`src/rtl/risc_v_mike_alu_issue.sv`:
```
// RV32I ALU issue stage: decodes one instruction per beat into ALU operands and control.
// Optional RISC_V_MIKE_ISSUE_SKID_EN adds a one-entry skid buffer behind the output register.
package risc_v_mike_pkg;
  localparam int unsigned DATA_32_W = 32;

  typedef enum logic [3:0] {
    ALU_ADD = 4'd0,
    ALU_SUB = 4'd1,
    ALU_SLL = 4'd2,
    ALU_SLT = 4'd3,
    ALU_XOR = 4'd4,
    ALU_SRL = 4'd5,
    ALU_SRA = 4'd6,
    ALU_OR  = 4'd7,
    ALU_AND = 4'd8
  } t_alu_opcode;

  typedef struct packed {
    logic [DATA_32_W-1:0] src_a;
    logic [DATA_32_W-1:0] src_b;
    t_alu_opcode          ctrl;
    logic                 is_signed;
    logic                 is_branch;
    logic [2:0]           funct3;
    logic [DATA_32_W-1:0] pc;
    logic                 illegal;
  } t_issue_beat;
endpackage

module risc_v_mike_alu_issue
  import risc_v_mike_pkg::*;
(
  input  logic                 clk,
  input  logic                 rst_n,
  input  logic                 flush,
  input  logic                 in_valid,
  output logic                 in_ready,
  input  logic [DATA_32_W-1:0] in_instr,
  input  logic [DATA_32_W-1:0] in_pc,
  input  logic [DATA_32_W-1:0] in_rs1_data,
  input  logic [DATA_32_W-1:0] in_rs2_data,
  output logic                 out_valid,
  input  logic                 out_ready,
  output logic [DATA_32_W-1:0] alu_src_a,
  output logic [DATA_32_W-1:0] alu_src_b,
  output t_alu_opcode          alu_ctrl,
  output logic                 alu_signed,
  output logic                 out_is_branch,
  output logic [2:0]           out_funct3,
  output logic [DATA_32_W-1:0] out_pc,
  output logic                 out_illegal
);

  logic [6:0]  opcode;
  logic [2:0]  f3;
  logic [6:0]  f7;
  logic [31:0] imm_i;
  logic [31:0] imm_u;
  logic        unused_rd;
  t_alu_opcode f3_op;
  t_issue_beat dec;
  t_issue_beat out_q;
  logic        out_valid_q;
  logic        load;

  assign opcode    = in_instr[6:0];
  assign f3        = in_instr[14:12];
  assign f7        = in_instr[31:25];
  assign imm_i     = {{20{in_instr[31]}}, in_instr[31:20]};
  assign imm_u     = {in_instr[31:12], 12'b0};
  assign unused_rd = ^in_instr[11:7];

  always_comb begin
    f3_op = ALU_ADD;
    case (f3)
      3'b000:  f3_op = ALU_ADD;
      3'b001:  f3_op = ALU_SLL;
      3'b010:  f3_op = ALU_SLT;
      3'b011:  f3_op = ALU_SLT;
      3'b100:  f3_op = ALU_XOR;
      3'b101:  f3_op = ALU_SRL;
      3'b110:  f3_op = ALU_OR;
      default: f3_op = ALU_AND;
    endcase
  end

  // Start from the illegal encoding; each legal form overwrites every field it owns.
  always_comb begin
    dec           = '0;
    dec.ctrl      = ALU_ADD;
    dec.is_signed = 1'b1;
    dec.illegal   = 1'b1;
    dec.funct3    = f3;
    dec.pc        = in_pc;
    case (opcode)
      7'b0110011: begin
        dec.src_a = in_rs1_data;
        dec.src_b = (f3 == 3'b001 || f3 == 3'b101) ? {27'b0, in_rs2_data[4:0]} : in_rs2_data;
        if (f7 == 7'b0000000) begin
          dec.ctrl    = f3_op;
          dec.illegal = 1'b0;
        end else if (f7 == 7'b0100000 && f3 == 3'b000) begin
          dec.ctrl    = ALU_SUB;
          dec.illegal = 1'b0;
        end else if (f7 == 7'b0100000 && f3 == 3'b101) begin
          dec.ctrl    = ALU_SRA;
          dec.illegal = 1'b0;
        end
        dec.is_signed = !(dec.illegal == 1'b0 && f3 == 3'b011);
      end
      7'b0010011: begin
        dec.src_a = in_rs1_data;
        if (f3 == 3'b001 || f3 == 3'b101) begin
          dec.src_b = {27'b0, in_instr[24:20]};
          if (f7 == 7'b0000000) begin
            dec.ctrl    = f3_op;
            dec.illegal = 1'b0;
          end else if (f7 == 7'b0100000 && f3 == 3'b101) begin
            dec.ctrl    = ALU_SRA;
            dec.illegal = 1'b0;
          end
        end else begin
          dec.src_b     = imm_i;
          dec.ctrl      = f3_op;
          dec.illegal   = 1'b0;
          dec.is_signed = (f3 != 3'b011);
        end
      end
      7'b0110111: begin
        dec.src_b   = imm_u;
        dec.illegal = 1'b0;
      end
      7'b0010111: begin
        dec.src_a   = in_pc;
        dec.src_b   = imm_u;
        dec.illegal = 1'b0;
      end
      7'b1100011: begin
        if (f3 != 3'b010 && f3 != 3'b011) begin
          dec.src_a     = in_rs1_data;
          dec.src_b     = in_rs2_data;
          dec.is_branch = 1'b1;
          dec.illegal   = 1'b0;
          dec.ctrl      = (f3[2] == 1'b0) ? ALU_SUB : ALU_SLT;
          dec.is_signed = (f3[2:1] != 2'b11);
        end
      end
      default: ;
    endcase
    if (dec.illegal) begin
      dec.src_a     = '0;
      dec.src_b     = '0;
      dec.ctrl      = ALU_ADD;
      dec.is_branch = 1'b0;
      dec.is_signed = 1'b1;
    end
  end

  assign load = in_valid & in_ready;

`ifdef RISC_V_MIKE_ISSUE_SKID_EN
  t_issue_beat skid_q;
  logic        skid_valid_q;
  logic        in_ready_q;
  logic        drain;

  assign drain    = !out_valid_q | out_ready;
  assign in_ready = in_ready_q;

  // in_ready_q mirrors !skid_valid_q, so a load never coincides with a full skid.
  always_ff @(posedge clk or negedge rst_n) begin
    if (!rst_n) begin
      out_q        <= '0;
      out_valid_q  <= 1'b0;
      skid_q       <= '0;
      skid_valid_q <= 1'b0;
      in_ready_q   <= 1'b1;
    end else if (flush) begin
      out_valid_q  <= 1'b0;
      skid_valid_q <= 1'b0;
      in_ready_q   <= 1'b1;
    end else if (skid_valid_q) begin
      if (drain) begin
        out_q        <= skid_q;
        out_valid_q  <= 1'b1;
        skid_valid_q <= 1'b0;
        in_ready_q   <= 1'b1;
      end
    end else if (load) begin
      if (drain) begin
        out_q       <= dec;
        out_valid_q <= 1'b1;
      end else begin
        skid_q       <= dec;
        skid_valid_q <= 1'b1;
        in_ready_q   <= 1'b0;
      end
    end else if (out_ready) begin
      out_valid_q <= 1'b0;
    end
  end
`else
  assign in_ready = !out_valid_q | out_ready;

  always_ff @(posedge clk or negedge rst_n) begin
    if (!rst_n) begin
      out_q       <= '0;
      out_valid_q <= 1'b0;
    end else if (flush) begin
      out_valid_q <= 1'b0;
    end else if (load) begin
      out_q       <= dec;
      out_valid_q <= 1'b1;
    end else if (out_ready) begin
      out_valid_q <= 1'b0;
    end
  end
`endif

  assign out_valid     = out_valid_q;
  assign alu_src_a     = out_q.src_a;
  assign alu_src_b     = out_q.src_b;
  assign alu_ctrl      = out_q.ctrl;
  assign alu_signed    = out_q.is_signed;
  assign out_is_branch = out_q.is_branch;
  assign out_funct3    = out_q.funct3;
  assign out_pc        = out_q.pc;
  assign out_illegal   = out_q.illegal;

endmodule

```
`config.mk`:
```
export PLATFORM = sky130hd
export DESIGN_NAME = risc_v_mike_alu_issue
export DESIGN_NICKNAME = d
export VERILOG_FILES = /design/src/rtl/risc_v_mike_alu_issue.sv
export SDC_FILE = /design/constraint.sdc
export NUM_CORES = 1
export LEC_CHECK = 0
export ABC_AREA = 0
export CORE_MARGIN = 8
export CORE_UTILIZATION = 38
export CTS_BUF_LIST = sky130_fd_sc_hd__clkbuf_8
export CTS_CLUSTER_SIZE = 40
export DETAILED_ROUTE_END_ITERATION = 8
export PLACE_DENSITY_LB_ADDON = 0.15
export RECOVER_POWER = 100
export SKIP_CTS_REPAIR_TIMING = 1
export SYNTH_ARGS = -nofsm -noshare
export SYNTH_HDL_FRONTEND = slang
export SYNTH_SLANG_ARGS = --single-unit
```
`constraint.sdc`:
```
create_clock -name clk -period 1.9 [get_ports clk]
set_input_delay 0.57 -clock clk [delete_from_list [all_inputs] [get_ports clk]]
set_output_delay 0.57 -clock clk [all_outputs]
set_load 0.02 [all_outputs]
```
# Word level (Yosys, flattened, before mapping)
# Cells that the tools add are included.
[word_totals]
inputBits = 133
word_cells = 68
regBits = 107
output_inout_bits = 108
[op_classes]
n_eq_ne = 15
reduce_logical = 14
mux = 26
bitwise_logic = 4
[op_table]
columns = ["op", "n"]
rows = [
  ["$mux 70", 2],
  ["$pmux 32 s4", 1],
  ["$pmux 32 s3", 1],
  ["$mux 36", 1],
  ["$mux 32", 1],
  ["$pmux 4 s6", 1],
  ["$eq 7x6->1 const B", 3],
  ["$pmux 5 s3", 1],
  ["$eq 7x5->1 const B", 2],
  ["$mux 1", 12],
  ["$mux 4", 3],
  ["$eq 3x3->1 const B", 3],
  ["$eq 7x7->1 const B", 1],
  ["$logic_not 7->1", 1],
  ["$eq 3x2->1 const B", 2],
  ["$ne 3x2->1 const B", 2],
  ["$reduce_or 2->1", 3],
  ["$logic_and 1x1->1", 4],
  ["$pmux 1 s4", 1],
  ["$eq 3x1->1 const B", 1],
  ["$logic_not 3->1", 1],
  ["$mux 3", 1],
  ["$reduce_bool 3->1", 1],
  ["$logic_not 1->1", 2],
  ["other kinds (7)", 8],
]

# Depth between registers and ports, before layout
# Gate-level depths: netlist of the first run.
[logic_depth]
word_depth = 11
mapped_depth = 7
mapped_depth_nobuf = 6

# Worst setup path before layout of the first run
# No wires, ideal clock.
[synth_path]
path_type = "input-to-reg"
startpoint = "input in_instr[4]"
endpoint = "register out_q, in the netlist alu_signed"
path_slack_ns = -0.278
cell_stages = 6
setup_time_ns = 0.126
path_buffers = 1
arrival_time_ns = 2.052
required_time_ns = 1.774
cell_sequence = "and2b_2 > a41oi_1 > or3_1 > a311o_2 > buf_6 > o32a_1"
[synth_between]
elab_chain_len = 4
word_cells_on_any_way = 9
[synth_rtl]
columns = ["element", "line_no", "source"]
rows = [
  ["start: declaration", "38", "input logic [DATA_32_W-1:0] in_instr,"],
  ["$eq 7x5->1 or $eq 7x6->1 (tied branches)", "95", "case (opcode)"],
  ["$reduce_or 2->1 (no line)", "-", ""],
  ["$pmux 1 s4", "95", ""],
  ["$mux 70 (*)", "150", "if (dec.illegal) begin"],
  ["end signal: assignment", "207", "out_q <= '0;"],
  ["end signal: assignment", "212", "out_q <= dec;"],
  ["end: declaration", "62", "t_issue_beat out_q;"],
]
# Every way passes the cells marked *; elsewhere a longest branch is shown, timed or not.
# A chain may end at the register's enable or synchronous reset.

# Worst setup path in the final report of the first run
[layout_path]
startpoint = "register out_valid_q, in the netlist out_valid"
endpoint = "register out_q, in the netlist alu_src_b[16]"
[layout_between]
elab_chain_len = 4
[layout_rtl]
columns = ["element", "line_no", "source"]
rows = [
  ["start: declaration", "63", "logic out_valid_q;"],
  ["start signal: assignment", "208", "out_valid_q <= 1'b0;"],
  ["start signal: assignment", "210", "out_valid_q <= 1'b0;"],
  ["start signal: assignment", "213", "out_valid_q <= 1'b1;"],
  ["$logic_not 1->1", "203", "assign in_ready = !out_valid_q | out_ready;"],
  ["$or 1x1->1", "203", ""],
  ["$and 1x1->1", "159", "assign load = in_valid & in_ready;"],
  ["$reduce_and 2->1 (no line)", "-", ""],
]
# Every way passes these cells.

==> results of run 1 <==
-- logic make-up (layout without fill, tap and decap cells) --
kind of cell | after synthesis | in the layout | synth area share
flip-flops | 107 | 107 | 0.552
XOR/XNOR | 1 | 1 | 0.00180
AO/OA/AOI/OAI | 152 | 153 | 0.206
AND/OR/NAND/NOR | 219 | 219 | 0.202
buffers and inverters | 44 | 334 | 0.0379
-- power breakdown --
group | total (mW) | switching (mW) | leakage (nW) | internal, mW
clock | 1.42 | 0.771 | 0.103 | 0.647
sequential | 2.44 | 0.0577 | 1.43 | 2.39
combinational | 1.07 | 0.525 | 3.91 | 0.544
total | 4.93 | 1.35 | 5.44 | 3.58
-- synth_stat cells, types with 2 or more instances --
master / count
a21oi_1: 5
a221oi_1: 20
a22oi_1: 43
a31oi_1: 2
and2_1: 2
buf_2: 4
clkbuf_1: 28
clkbuf_2: 5
dfrtp_1: 107
inv_1: 5
nand2_1: 181
nand2b_1: 4
nand3_1: 3
nand3b_1: 2
nor2_1: 5
nor2b_1: 2
nor3_1: 4
nor3b_1: 3
nor4_4: 2
o21ai_0: 58
o21ai_1: 10
o31a_1: 2
o31ai_1: 4
-- critical path, cell delays in order, from the launching register on --
cell	delay, ns
dfrtp_1	0.39
nor2b_4	0.13
inv_2	0.08
nand3b_4	0.09
or3_4	0.41
a311o_2	0.39
buf_12	0.17
clkbuf_16	0.16
o21ai_1	0.14
-- registers in the layout, summed over array words and instances, names as in the netlist --
name / count
out_is_branch: 1
out_pc: 32
out_funct3: 3
alu_signed: 1
out_illegal: 1
out_valid: 1
alu_src_b: 32
alu_src_a: 32
alu_ctrl: 4
-- through the flow --
stage / setup WS (ns) / hold slack, ns
after CTS: -0.527 / 0.119
after global routing: -0.206 / 0.272
after detailed placement: -0.838 / 0.463
after global placement: -0.724 / 0.459
after floorplan: -0.191 / 0.274
final: -0.155 / 0.230
-- how the worst max path moves through the flow --
stage	from	to	depth (start not counted)
after floorplan	in_instr[4]	alu_signed	6
after global placement	in_instr[26]	alu_src_b[19]	7
after detailed placement	in_instr[26]	alu_src_b[14]	7
after CTS	in_instr[26]	alu_src_b[14]	7
after global routing	out_valid	alu_src_b[16]	8
final	out_valid	alu_src_b[16]	8
-- layer usage --
metal / share of wire / vias to the layer above / global-route usage
met3: 0.076 / 29 / 0.0616
met1: 0.40 / 2494 / 0.246
li1: - / 2405 / -
met2: 0.51 / 192 / 0.361
met4: 0.017 / 0 / 0.0629
met5: 0 / - / 0
-- cell type report --
cell class	instances	share of cell area
Sequential cell	107	0.304
Clock inverter	5	0.00696
Inverter	6	0.00256
Multi-Input combinational cell	373	0.257
Clock buffer	10	0.0156
Tap cell	172	0.0244
Timing Repair Buffer	313	0.390
==> impl_metrics.yaml, run 1 <==
run_status:
  status: "finished, violations left"
  violations: "setup timing"
route:
  vias: 5120
  drtIter0Drc: 323
  drcViolationCount: 0
  detail_route.first_pass.iterations: 5
  via_per_inst: 5.19
  avgRoutedWirePerCell_um: 18.8
  ant_nets: 0
  routed_wl_mm: 18.6
timing:
  tns_ns: -7.89
  final_hold_viol_count: 0
  setup_slack_ns: -0.155
  maxSlewViolCount: 0
  rsz0062_at_grt: "yes"
  fin_worst_skew_ns: 0.0124
  tightest_slew_ns: 0.881
  setup_viol: 68
  clock.fmax_mhz: 487
  fin_crit_sh: 1.08
  max-slew-margin-rel: 0.413
  finalCriticalPeriod_ns: 2.06
power:
  vdd_drop_max_uv: 315
  power.density_nw_per_um2: 560
  finalPower_mw: 4.93
  p_leak_nw: 5.44
final_layout:
  syn2layout_area_growth_pct: 81.4
  antennaDiodeCount: 0
  drive_gt1_frac: 0.190
  regArea_um2: 2680
  final_util: 0.701
  final_cells: 986
  final_area_um2: 8800
  fillCellCount: 957
  multi_input_area_um2: 2260
  final_common_cell: "nand2_1"
  layout_common_cells: "nand2_1, dlymetal6s2s_1, dfrtp_1, clkdlybuf4s50_1, buf_4"
  finalNetCount: 943
clocking:
  h-tree-depth: 3
  cts.path.max_buffers: 2
  clock_latency_ns: 0.36
  clkSinkCount: 107
  cts_tree: "built"
  worst_setup_hold_path_clk_slew_ns: 0.10
  numCtsBuffers: 9
  ctsRootBufferMaster: "clkbuf_8"
critical_path:
  cp.arrival_ns: 2.34
  crit_type: "reg2reg"
  crit_fanout: 9
  critPathRequiredTime_ns: 2.18
  ff2ff_path_depth: 8
  critPathLaunchType: "flop"
  r2r-end: "alu_src_b[16]"
  worstSetupEndpointType: "flop"
  worst_r2r_startpoint: "out_valid"
  regToRegSetupSlack_ns: -0.16
floorplan:
  die_h_um: 129
  die_area_um2: 16600
  core-area_um2: 12600
  start_util: 0.386
  die_w_um: 129
  row_count: 41
  pin_count: 241
yosys:
  synthCells: 523
  yosysTopAreaCell: "dfrtp_1"
  syn_area_um2: 4850
  ys_warn_count: 0
  synthArstFlopShare: 1.00
  synth_top_area_share: 0.552
  synthFlopType: "dfrtp_1"
  synth.area.top_cells: "dfrtp_1, nand2_1, a22oi_1"
  synthDistinctLibCells: 45
  synth_seq_cells: 107
  synthesis.nets: 656
  syn_area_per_cell_um2: 9.28
  ys_seq_area_frac: 0.552
  synth_edf_count: 0
placement:
  gp_congestion: 0.871
  portBuffers: 235
  dp.cells: 957
  hpwlAfterDp_mm: 13.5
  placed_area_um2: 7880
flow_run:
  max-cap-violations: 0
grt:
  first_global_vias: 5232
  grt_pass1_wl_mm: 27.4
  grt_max_degree: 106
  antenna_found_initial: 0
  grt-ovfl-total: 0
  track_usage: 0.209
worst_hold_path:
  hold_path_class: "in2async"
Power figures use the tool's default switching activity.
==> run 2, diff against run 1 <==
- RECOVER_POWER: 100 -> not set
==> impl_metrics.yaml, run 2 (same netlist as run 1, synthesis figures left out) <==
clocking:
  cts.path.max_buffers: 2
  cts_tree: "built"
  worst_setup_hold_path_clk_slew_ns: 0.10
  numCtsBuffers: 9
  clock_latency_ns: 0.36
  ctsRootBufferMaster: "clkbuf_8"
  clkSinkCount: 107
  h-tree-depth: 3
power:
  power.density_nw_per_um2: 559
  vdd_drop_max_uv: 315
  p_sw_frac: 0.274
  pwr-share-clk: 0.287
  p_switching_mw: 1.35
  p_seq_frac: 0.495
  internal-power_mw: 3.59
  pwr-share-comb: 0.218
  p_leak_nw: 5.45
timing:
  tightest_slew_ns: 0.446
  holdWs_ns: 0.121
  setup_slack_ns: -0.151
  max-slew-margin-rel: 0.702
  final_hold_viol_count: 0
  finalCriticalPeriod_ns: 2.05
  setup_viol: 67
  clock.fmax_mhz: 488
  tns_ns: -7.52
  fin_crit_sh: 1.08
  fin_worst_skew_ns: 0.0119
  maxSlewViolCount: 0
  rsz0062_at_grt: "yes"
final_layout:
  finalNetCount: 943
  final_cells: 986
  layout_common_cells: "nand2_1, dlymetal6s2s_1, dfrtp_1, clkdlybuf4s50_1, buf_4"
  fillCellCount: 950
  syn2layout_area_growth_pct: 82.1
  regArea_um2: 2680
  multi_input_area_um2: 2260
  final_common_cell: "nand2_1"
  antennaDiodeCount: 0
  final_util: 0.703
  drive_gt1_frac: 0.192
run_status:
  status: "finished, violations left"
  violations: "setup timing"
floorplan:
  core-area_um2: 12600
  die_w_um: 129
  pin_count: 241
  row_count: 41
  die_h_um: 129
  start_util: 0.386
  die_area_um2: 16600
critical_path:
  crit_family: "simple AND/OR/NAND/NOR gates"
  worst-path-buf-inv: 3
  critPathRequiredTime_ns: 2.18
  cp_slowest_stage_delay_ns: 0.41
  slowest_stage: "or3_4"
  path_cells: "nor2b_4, inv_2, nand3b_4, or3_4, a311o_2, buf_12, clkbuf_16, o21ai_1"
  crit_type: "reg2reg"
  crit_fanout: 9
  worstSetupEndpointType: "flop"
  critPathLaunchType: "flop"
  ff2ff_path_depth: 8
  crit_cells: 8
  cp.arrival_ns: 2.33
grt:
  grt_max_degree: 106
  grt-ovfl-total: 0
  track_usage: 0.209
  first_global_vias: 5232
  grt_pass1_wl_mm: 27.4
  antenna_found_initial: 0
route:
  drtIter0Drc: 302
  avgRoutedWirePerCell_um: 18.9
  ant_nets: 0
  routed_wl_mm: 18.6
  drcViolationCount: 0
  via_per_inst: 5.19
  detail_route.first_pass.iterations: 5
  vias: 5114
worst_hold_path:
  hold_path_class: "in2async"
flow_run:
  max-cap-violations: 0
placement:
  dp_slack_ns: -0.838
  hpwlAfterDp_mm: 13.5
  portBuffers: 235
  gp_congestion: 0.871
  dp.cells: 957
[run 2: path summary, 6_finish.rpt]
| kind | startpoint | end | slack [ns] |
|---|---|---|---|
| max in group asynchronous | rst_n | alu_src_b[6] | 1.23 |
| min | rst_n | out_pc[25] | 0.12 |
| min in group clk | out_pc[3] | out_pc[3] | 0.48 |
| max reg2reg | out_valid | alu_src_b[16] | -0.15 |
| min reg2reg | out_pc[3] | out_pc[3] | 0.48 |
| max | out_valid | alu_src_b[16] | -0.15 |
[run 2: worst register-to-register path, cell delays in order, from the launching register on]
cell and delay (ns):
dfrtp_1 0.39, nor2b_4 0.13, inv_2 0.08, nand3b_4 0.10, or3_4 0.41, a311o_2 0.39
buf_12 0.17, clkbuf_16 0.17, o21ai_1 0.14
[run 2: layout make-up]
class                   instances  area share
multi-input cells             373       0.256
repair buffers                313       0.392
clock buffers                  10      0.0156
clock inverters                 5     0.00693
flip-flops and latches        107       0.303
inverters                       6     0.00255
well taps                     172      0.0243
[run 2: routing by layer]
layer	GRT usage	part of all wire	up-vias
met5	0	0	-
met4	0.0629	0.014	0
met3	0.0616	0.077	22
met2	0.361	0.51	198
met1	0.246	0.40	2489
li1	-	-	2405
[run 2: per-stage QoR]
| stage | power (mW) | area, um^2 |
|---|---|---|
| 2_1_floorplan | 2.84 | 4880 |
| 3_3_place_gp | 3.56 | 7880 |
| 3_5_place_dp | 3.58 | 7880 |
| 4_1_cts | 4.99 | 8080 |
| 5_1_grt | 5.18 | 8840 |
| 6_report | 4.94 | 8840 |
[run 2: power groups by stage]
stage,combinational [mW],clock (mW),sequential (mW)
global placement,1.07,0,2.49
detailed placement,1.08,0,2.49
global route,1.16,1.56,2.46
floorplan,0.207,0,2.63
CTS,1.09,1.45,2.45
finish,1.08,1.42,2.44
